`config.mk`:
```
export PLATFORM = sky130hd
export DESIGN_NAME = p_accum_out_stage
export DESIGN_NICKNAME = d
export VERILOG_FILES = /design/src/rtl/p_accum_out_stage.sv
export SDC_FILE = /design/constraint.sdc
export NUM_CORES = 1
export LEC_CHECK = 0
export BUFFER_PORTS_ARGS = -buffer_cell sky130_fd_sc_hd__buf_2
export CELL_PAD_IN_SITES_DETAIL_PLACEMENT = 2
export CELL_PAD_IN_SITES_GLOBAL_PLACEMENT = 2
export CORE_AREA = 2 2 207 148
export DETAILED_ROUTE_END_ITERATION = 12
export DIE_AREA = 0 0 209 150
export PLACE_DENSITY_LB_ADDON = 0.2
export REMOVE_ABC_BUFFERS = 1
export SLEW_MARGIN = 10
export SYNTH_ARGS = -nofsm -noshare
export SYNTH_HDL_FRONTEND = slang
export SYNTH_SLANG_ARGS = --single-unit
```
`constraint.sdc`:
```
create_clock -name clk -period 10.2 [get_ports clk]
set_clock_uncertainty 0.05 [all_clocks]
set_input_delay 0 -clock clk [delete_from_list [all_inputs] [get_ports clk]]
set_output_delay 0 -clock clk [all_outputs]
set_load 0.02 [all_outputs]
```
`src/rtl/p_accum_out_stage.sv`:
```
// Post-adder / accumulator output stage: selects X and Z operands, adds or subtracts
// them with a carry-in, and presents the 48-bit result and carry either registered or direct.
module p_accum_out_stage #(
    parameter int PREG        = 1,
    parameter int CARRYOUTREG = 1
) (
    input  logic        clk,
    input  logic        reset,
    input  logic        clken,
    input  logic [35:0] m,
    input  logic [47:0] dab,
    input  logic [47:0] c,
    input  logic [47:0] pcin,
    input  logic [7:0]  opmode,
    input  logic        carry_in,
    output logic [47:0] p,
    output logic [47:0] pcout,
    output logic        carryout,
    output logic        carryoutf
);

    logic [47:0] p_q;
    logic [47:0] p_d;
    logic        cy_q;
    logic        cy_d;
    logic [47:0] p_fb;
    logic [47:0] x_sel;
    logic [47:0] z_sel;
    logic [48:0] addend;
    logic [48:0] r;
    logic        unused_opmode_bits;

    assign unused_opmode_bits = ^opmode[6:4];

    // While reset is held the accumulator is treated as already cleared, so the
    // direct outputs never expose the stale pre-reset value.
    assign p_fb = reset ? 48'h0 : p_q;

    always_comb begin
        x_sel = 48'h0;
        case (opmode[1:0])
            2'd1:    x_sel = {12'h0, m};
            2'd2:    x_sel = p_fb;
            2'd3:    x_sel = dab;
            default: x_sel = 48'h0;
        endcase
    end

    always_comb begin
        z_sel = 48'h0;
        case (opmode[3:2])
            2'd1:    z_sel = pcin;
            2'd2:    z_sel = p_fb;
            2'd3:    z_sel = c;
            default: z_sel = 48'h0;
        endcase
    end

    // Subtract folds carry_in into the subtrahend; R[48] then reads as a borrow.
    always_comb begin
        addend = {1'b0, x_sel} + {48'h0, carry_in};
        if (opmode[7]) begin
            r = {1'b0, z_sel} - addend;
        end else begin
            r = {1'b0, z_sel} + addend;
        end
        p_d  = r[47:0];
        cy_d = r[48];
    end

    always_ff @(posedge clk) begin
        if (reset) begin
            p_q  <= 48'h0;
            cy_q <= 1'b0;
        end else if (clken) begin
            p_q  <= p_d;
            cy_q <= cy_d;
        end
    end

    generate
        if (PREG != 0) begin : g_p_reg
            assign p = p_q;
        end else begin : g_p_comb
            assign p = p_d;
        end

        if (CARRYOUTREG != 0) begin : g_cy_reg
            assign carryout = cy_q;
        end else begin : g_cy_comb
            assign carryout = cy_d;
        end
    endgenerate

    assign pcout     = p;
    assign carryoutf = carryout;

endmodule
```
==> flow_summary.json, run 1 <==
{
  "cts_tree": "done",
  "p_leak_nw": 4.92,
  "setup_viol": 0,
  "rsz0062_at_grt": "false",
  "vdd_drop_max_mv": 0.0558,
  "clock_latency_ns": 0.33,
  "reg2reg_depth": 22,
  "r2r-start": "p[4]$_SDFFE_PP0P_",
  "slowest_stage": "nor4_1",
  "syn_area_um2": 9260,
  "grt_usage_pct": 24.6,
  "drive_above_1_share_pct": 28.5,
  "min_delay_worst_endpoint": "p[4]$_SDFFE_PP0P_",
  "yosysTopAreaCell": "dfxtp_1",
  "gr-usage-met1_pct": 36.4,
  "yosysSeqAreaShare_pct": 10.6,
  "ys_warn_count": 0,
  "die_y_um": 150,
  "routed_wirelength_mm": 39.2,
  "synth_xor_area_share_pct": 12.2,
  "clockBufferDepth": 2,
  "hold_class": "input port to register",
  "via_count": 10100,
  "hold_viol_final": 0,
  "p_per_area_nw_per_um2": 120,
  "fp.dieW_um": 209,
  "synth-edff-count": 0,
  "row_count": 53,
  "cts_hold_buf": 0,
  "initial_core_util_pct": 31.4,
  "ioPinCount": 290,
  "criticalPathCategory": "input port to register",
  "antennaDiodeCount": 0,
  "port_buffers": 286,
  "crit_path_start_kind": "input port",
  "multi_input_area_um2": 7500,
  "period_share_pct": 78.6,
  "fin_crit_ns": 8.02,
  "ys_types": 87,
  "dieArea_um2": 31400,
  "synth_compound_area_share_pct": 24.1,
  "critical-path-top-cell-by-count": "a211o_1",
  "cts_resized": 0,
  "post_cts_buffers": 0,
  "drt_iter0_drc": 458,
  "first_pass_iters": 4,
  "path_clk_slew_ns": 0.08,
  "ys_ff_latch": 49,
  "max_freq_mhz": 125,
  "worstPathRequired_ns": 10.37,
  "tns_ns": 0,
  "worst_path_largest_cell_delay_ns": 0.71,
  "rr_endpoint": "carryout$_SDFFE_PP0P_",
  "met2_usage_pct": 39.2,
  "final_cell_area_um2": 10700,
  "syn2layout_area_growth_pct": 15.7,
  "ys_top_cells_by_count": "nor2_1 (97), nand2_1 (86), a21oi_1 (75)",
  "synth_simple_gate_area_share_pct": 25.3,
  "path_delay_family": "simple AND/OR/NAND/NOR gates",
  "antenna_found_initial": 0,
  "path_buf_inv": 3,
  "worst_pin_slew_ns": 0.899,
  "fill_cells": 3533,
  "drv_slew": 0,
  "met3_usage_pct": 2.85,
  "status": "finished clean",
  "syn_inst": 1219,
  "cp.arrival_ns": 8.19,
  "maxCapViolations": 0,
  "nNetsFinal": 1650,
  "busiest_layer": "met2",
  "whs_path_depth": 2,
  "crit_fanout": 68,
  "clock-sinks": 49,
  "grt_pass1_wl_mm": 60.7,
  "vias_per_cell": 5.62,
  "cp-end-kind": "register",
  "synth_top_family_by_area": "simple AND/OR/NAND/NOR gates",
  "holdCritStartpoint": "reset",
  "place.gp.congestion": 0.841,
  "syn_area_per_cell_um2": 7.59,
  "worst_slew_margin_rel_pct": 40.1,
  "synth_area_leaders": "dfxtp_1 (11%), ha_1 (6.9%), mux2_2 (6.8%)",
  "drc": 0,
  "root_buffer": "clkbuf_16",
  "dpl-instance-area_um2": 10600,
  "ant_nets": 0,
  "cts_max_level": 2,
  "cts_buffers": 5,
  "synthMuxAreaShare_pct": 12.2,
  "ff_latch_area_um2": 981,
  "wl_per_cell_um": 21.9,
  "grt_pass1_vias": 10500,
  "reg2reg_slack_ns": 2.39,
  "synthFlopType": "dfxtp_1",
  "synthAdderAreaFrac_pct": 7.11,
  "core_um2": 29500,
  "synthMostInstantiatedCell": "nor2_1",
  "grt_max_degree": 69,
  "dp_hpwl_mm": 31.2,
  "grt_remaining_overflow": 0,
  "ys_async_sr_fraction_pct": 0,
  "synth_top_area_share_pct": 10.6
}
[stage by stage]
stage / total power [mW] / hold WS (ns) / worst slack, ns / util [%] / std cells
after CTS: 1.29 / 0.124 / 2.28 / 36.3 / 1792
after global routing: 1.38 / 0.154 / 1.68 / 36.3 / 1792
after detailed placement: 1.09 / 0.436 / 1.95 / 35.8 / 1784
after floorplan: 0.803 / 0.0191 / 3.67 / - / 1103
final: 1.28 / 0.119 / 2.18 / 36.3 / 1792
after global placement: 1.07 / 0.427 / 2.05 / 35.8 / 1784
[cells in the final DEF, fill, tap and decap left out, drive strengths merged, types with 12 or more instances in the layout]
master and n:
a21o 35, a21oi 76, a22o 48, a31oi 33, and2 21, and3 15, buf 296, dfxtp 49
ha 51, inv 25, mux2 57, mux2i 49, nand2 86, nand2b 22, nand3 28, nand4 17
nor2 97, nor3 28, nor3b 15, nor4 16, o21ai 42, o22ai 13, or3 12, or3b 19
xnor2 72, xor2 56
[cell families after synthesis]
kind of cell,after synthesis
XOR/XNOR,128
adder cells (fa/ha/maj),52
multiplexers,106
buffers and inverters,141
AO/OA/AOI/OAI,323
AND/OR/NAND/NOR,420
flip-flops,49
[power breakdown]
part	switching, mW	internal, mW	leakage (nW)
combinational	0.491	0.328	4.45
sequential	0.0501	0.227	0.405
clock	0.0965	0.0923	0.0652
total	0.637	0.647	4.92
[area by class of cell]
class	instances	share of cell area, %
sequential	49	9.16
inverter	25	0.876
multi-input combinational	1029	70.1
clock buffer	8	1.27
tap	385	4.50
timing repair buffer	296	14.1
[registers in the layout, indices dropped and copies added, names as in the netlist]
name / count
p: 48
carryout: 1
[worst max-delay path by stage]
stage | from | endpoint | slack, ns | cells after the start
2_1_floorplan | p[1]$_SDFFE_PP0P_ | carryout$_SDFFE_PP0P_ | 3.67 | 26
3_3_place_gp | opmode[0] | carryout$_SDFFE_PP0P_ | 2.05 | 27
3_5_place_dp | opmode[0] | carryout$_SDFFE_PP0P_ | 1.95 | 27
4_1_cts | opmode[0] | carryout$_SDFFE_PP0P_ | 2.28 | 27
5_1_grt | opmode[0] | carryout$_SDFFE_PP0P_ | 1.68 | 27
6_report | opmode[0] | carryout$_SDFFE_PP0P_ | 2.18 | 27
[per-layer routing]
layer / routed length, um / up-vias
li1: - / 4809
met1: 20600 / 5038
met2: 17000 / 213
met3: 1420 / 12
met4: 191 / 0
met5: 0 / -
Note: power is estimated with default switching activity, not from simulation.
==> run 2: changes to the inputs <==
Settings changed: CORE_AREA 2 2 207 148 to 2 2 217 155, DIE_AREA 0 0 209 150 to 0 0 219 157.
Clock period 10.2 ns to 8.05 ns, I/O delays scaled along.
==> flow_summary.json, run 2 (synthesis results as in run 1) <==
{
  "cp-end-kind": "register",
  "dp_hpwl_mm": 32.4,
  "gr-usage-met1_pct": 34.2,
  "worst_pin_slew_ns": 1.02,
  "routed_wirelength_mm": 40.1,
  "dieArea_um2": 34400,
  "hold_viol_final": 0,
  "ioPinCount": 290,
  "initial_core_util_pct": 28.9,
  "grt_pass1_wl_mm": 61.5,
  "nNetsFinal": 1663,
  "row_count": 55,
  "first_pass_iters": 4,
  "wl_per_cell_um": 21.7,
  "grt_usage_pct": 23.0,
  "reg2reg_depth": 23,
  "fill_cells": 3847,
  "grt_max_degree": 53,
  "setup_viol": 0,
  "rsz0062_at_grt": "false",
  "core_um2": 32100,
  "die_y_um": 157,
  "grt_pass1_vias": 10600,
  "worstSetupStartpoint": "reset",
  "drive_above_1_share_pct": 29.1,
  "slowest_stage": "or4_4",
  "rr_endpoint": "carryout$_SDFFE_PP0P_",
  "final_common_cell": "buf_2",
  "utilization_pct": 33.9,
  "final_cell_mix": "buf_2 (283), nor2_1 (96), nand2_1 (86)",
  "path_clk_slew_ns": 0.08,
  "fin_crit_ns": 7.50,
  "period_share_pct": 93.2,
  "switching_share_pct": 49.4,
  "port_buffers": 286,
  "power.internal_mw": 0.825,
  "busiest_layer": "met2",
  "hold_class": "input port to register",
  "tns_ns": 0,
  "via_count": 9982,
  "antenna_found_initial": 1,
  "drv_slew": 0,
  "cts_hold_buf": 1,
  "worstPathRequired_ns": 8.22,
  "place.gp.congestion": 0.866,
  "root_buffer": "clkbuf_16",
  "crit_end": "carryout$_SDFFE_PP0P_",
  "grt_remaining_overflow": 0,
  "vias_per_cell": 5.40,
  "cp.arrival_ns": 7.67,
  "ant_nets": 0,
  "r2r-start": "p[14]$_SDFFE_PP0P_",
  "cts_buffers": 5,
  "post_cts_buffers": 0,
  "worst_path_largest_cell_delay_ns": 0.71,
  "clockBufferDepth": 2,
  "clock-sinks": 49,
  "crit_path_start_kind": "input port",
  "cts_resized": 0,
  "cts_tree": "done",
  "criticalPathCategory": "input port to register",
  "fp.dieW_um": 219,
  "crit_fanout": 25,
  "largest_reg_flops": 48,
  "status": "finished clean",
  "drc": 0,
  "p_switching_mw": 0.806,
  "met3_usage_pct": 3.00,
  "seqPwrFrac_pct": 21.4,
  "comb_power_share_pct": 64.0,
  "vdd_drop_max_mv": 0.0804,
  "syn2layout_area_growth_pct": 17.4,
  "cts_max_level": 2,
  "reg2reg_slack_ns": 0.59,
  "clock_latency_ns": 0.33,
  "dp_slack_ns": 0.605,
  "maxCapViolations": 0,
  "p_per_area_nw_per_um2": 150,
  "worst_slew_margin_rel_pct": 31.8,
  "max_freq_mhz": 133,
  "antennaDiodeCount": 0,
  "p_leak_nw": 4.98,
  "clockPowerShare_pct": 14.6,
  "met2_usage_pct": 35.5,
  "drt_iter0_drc": 425,
  "worst_slack_ns": 0.550,
  "critical-path-top-cell-by-count": "a211o_1"
}
[run 2: cell types whose count changed in the layout (fill, tap and decap cells not counted)]
cell           before  now
buf_4              13   25
dlygate4sd3_1       0    1
[run 2: layer usage]
| layer | up-vias | wire length, um |
|---|---|---|
| li1 | 4856 | - |
| met1 | 4886 | 21100 |
| met2 | 220 | 16800 |
| met3 | 20 | 1640 |
| met4 | 0 | 485 |
| met5 | - | 0 |
[run 2: how the worst min path moves through the flow]
stage | start | to | cells past startpoint
after floorplan | reset | p[24]$_SDFFE_PP0P_ | 1
after global placement | reset | p[10]$_SDFFE_PP0P_ | 2
after detailed placement | reset | p[6]$_SDFFE_PP0P_ | 2
after CTS | carry_in | p[0]$_SDFFE_PP0P_ | 4
after global routing | carry_in | p[0]$_SDFFE_PP0P_ | 4
final | carry_in | p[0]$_SDFFE_PP0P_ | 4
[run 2: stage by stage]
| stage | std cells | hold slack (ns) | instance area, um2 | power, mW |
|---|---|---|---|---|
| 2_1_floorplan | 1103 | 0.0191 | 8570 | 1.02 |
| 3_3_place_gp | 1838 | 0.322 | 10700 | 1.36 |
| 3_5_place_dp | 1838 | 0.331 | 10700 | 1.39 |
| 4_1_cts | 1847 | 0.175 | 10900 | 1.64 |
| 5_1_grt | 1847 | 0.202 | 10900 | 1.76 |
| 6_report | 1847 | 0.175 | 10900 | 1.63 |
[run 2: worst max-delay path: cells and delay by family]
family,cells,cell delay (ns)
XOR/XNOR,2,0.37
AO/OA/AOI/OAI,9,1.72
AND/OR/NAND/NOR,12,3.93
adder cells (fa/ha/maj),2,0.59
buffers and inverters,4,1.00
[run 2: final cells by class]
| class | instances | area, um2 | share of cell area, % |
|---|---|---|---|
| clock buffers | 8 | 136 | 1.26 |
| inverters | 25 | 93.8 | 0.864 |
| well taps | 427 | 534 | 4.92 |
| multi-input cells | 1029 | 7500 | 69.1 |
| repair buffers | 309 | 1610 | 14.9 |
| flip-flops and latches | 49 | 981 | 9.03 |
[run 2: power groups by stage]
| stage | Clock [mW] | Sequential [mW] | Combinational (mW) |
|---|---|---|---|
| floorplan | 0 | 0.448 | 0.570 |
| global placement | 0 | 0.352 | 1.01 |
| detailed placement | 0 | 0.356 | 1.04 |
| CTS | 0.248 | 0.350 | 1.05 |
| global route | 0.253 | 0.359 | 1.14 |
| finish | 0.238 | 0.350 | 1.04 |
==> run 3: changes to the inputs <==
Settings changed: PLACE_DENSITY_LB_ADDON 0.2 to 0.1.
==> flow_summary.json, run 3 (synthesis results as in run 1) <==
{
  "status": "finished clean",
  "routed_wirelength_mm": 39.8,
  "cts_hold_buf": 0,
  "hold_class": "input port to register",
  "met2_usage_pct": 34.9,
  "crit_path_start_kind": "register",
  "worstPathRequired_ns": 8.23,
  "busiest_layer": "met2",
  "crit_end": "carryout$_SDFFE_PP0P_",
  "drv_slew": 0,
  "clock-sinks": 49,
  "port_buffers": 286,
  "dpl.cell_count": 1840,
  "reg2reg_depth": 23,
  "critical-path-top-cell-by-count": "a211o_1",
  "final_cells": 1848,
  "worst_slack_ns": 0.656,
  "period_share_pct": 91.9,
  "setup_viol": 0,
  "cts_buffers": 5,
  "cts_tree": "done",
  "clockPowerShare_pct": 14.8,
  "whs_ns": 0.0507,
  "place.gp.congestion": 0.860,
  "grt_max_degree": 50,
  "comb_power_share_pct": 63.9,
  "power.internal_mw": 0.831,
  "seqPwrFrac_pct": 21.3,
  "slowest_stage": "or4b_2",
  "clock_latency_ns": 0.33,
  "p_per_area_nw_per_um2": 150,
  "grt_pass1_wl_mm": 61.3,
  "cp_cell_sequence": "or3b_1 -> a31oi_1 -> nand3_1 -> or3_1 -> or4_1 -> a21oi_2 -> o211ai_1 -> nor4b_4 -> and2_1 -> a21oi_1 -> xnor2_1 -> ha_1 -> nand3_1 -> nor3_1 -> or4b_2 -> and3_1 -> nor3_1 -> buf_4 -> a211o_1 -> a211o_1 -> o221ai_1 -> o2111a_1 -> a211o_1",
  "worstSetupStartpoint": "p[4]$_SDFFE_PP0P_",
  "wl_per_cell_um": 21.5,
  "p_leak_nw": 4.99,
  "max_freq_mhz": 135,
  "hold_viol_final": 0,
  "dp_slack_ns": 0.561,
  "criticalPathCategory": "register to register",
  "rsz0062_at_grt": "false",
  "grt_pass1_vias": 10600,
  "final_common_cell": "buf_2",
  "cts_max_level": 2,
  "gr-usage-met1_pct": 34.7,
  "die_y_um": 157,
  "fin_crit_ns": 7.39,
  "syn2layout_area_growth_pct": 17.5,
  "largest_reg_flops": 48,
  "switching_share_pct": 49.1,
  "dp_hpwl_mm": 32.2,
  "drt_iter0_drc": 408,
  "cp.arrival_ns": 7.57,
  "cp-end-kind": "register",
  "tns_ns": 0,
  "worst_pin_slew_ns": 0.948,
  "nNetsFinal": 1664,
  "drive_above_1_share_pct": 29.3,
  "row_count": 55,
  "vdd_drop_max_mv": 0.0700,
  "ioPinCount": 290,
  "maxCapViolations": 0,
  "post_cts_buffers": 0,
  "r2r-start": "p[4]$_SDFFE_PP0P_",
  "path_clk_slew_ns": 0.08,
  "clockBufferDepth": 2,
  "fp.dieW_um": 219,
  "root_buffer": "clkbuf_16",
  "p_switching_mw": 0.800,
  "antenna_found_initial": 0,
  "crit_fanout": 7,
  "final_cell_area_um2": 10900,
  "cts_resized": 0,
  "dpl-instance-area_um2": 10700,
  "vias_per_cell": 5.47,
  "dieArea_um2": 34400,
  "final_cell_mix": "buf_2 (283), nor2_1 (96), nand2_1 (86)",
  "core_um2": 32100,
  "utilization_pct": 33.9,
  "drc": 0,
  "rr_endpoint": "carryout$_SDFFE_PP0P_",
  "reg2reg_slack_ns": 0.66,
  "initial_core_util_pct": 28.9,
  "first_pass_iters": 5,
  "power_mw": 1.63,
  "via_count": 10100,
  "worst_slew_margin_rel_pct": 36.6,
  "grt_usage_pct": 23.0,
  "grt_remaining_overflow": 0,
  "worst_path_largest_cell_delay_ns": 0.59,
  "met3_usage_pct": 2.65,
  "ant_nets": 0
}
-- run 3: cell type report --
type,instances,area [um2]
flip-flops and latches,49,981
multi-input cells,1029,7500
well taps,427,534
fillers,3851,21200
repair buffers,310,1620
inverters,25,93.8
diodes,1,2.50
clock buffers,7,143
-- run 3: how the worst min path moves through the flow --
| stage | slack [ns] | depth (start not counted) | startpoint | endpoint |
|---|---|---|---|---|
| final | 0.05 | 2 | reset | p[11]$_SDFFE_PP0P_ |
| after global routing | 0.07 | 2 | reset | p[12]$_SDFFE_PP0P_ |
| after CTS | 0.04 | 2 | reset | p[11]$_SDFFE_PP0P_ |
| after detailed placement | 0.39 | 2 | reset | p[11]$_SDFFE_PP0P_ |
| after global placement | 0.37 | 2 | reset | p[10]$_SDFFE_PP0P_ |
| after floorplan | 0.02 | 1 | reset | p[24]$_SDFFE_PP0P_ |
-- run 3: power groups by stage --
stage / Clock, mW / Combinational [mW] / Sequential, mW
after CTS: 0.256 / 1.05 / 0.349
final: 0.242 / 1.04 / 0.347
after global routing: 0.265 / 1.15 / 0.357
after global placement: 0 / 1.02 / 0.351
after detailed placement: 0 / 1.04 / 0.354
after floorplan: 0 / 0.570 / 0.448
-- run 3: worst max-delay path, delay by kind of cell (launching register included) --
| family | cells | cell delay (ns) |
|---|---|---|
| XOR/XNOR | 1 | 0.20 |
| buffers and inverters | 1 | 0.16 |
| AO/OA/AOI/OAI | 9 | 2.16 |
| adder cells (fa/ha/maj) | 1 | 0.41 |
| flip-flops | 1 | 0.39 |
| AND/OR/NAND/NOR | 11 | 3.90 |
-- run 3: routing by layer --
metal / wire length, um / part of all wire, %
met1: 21300 / 54
met2: 16600 / 42
met3: 1430 / 3.6
met4: 419 / 1.1
met5: 0 / 0
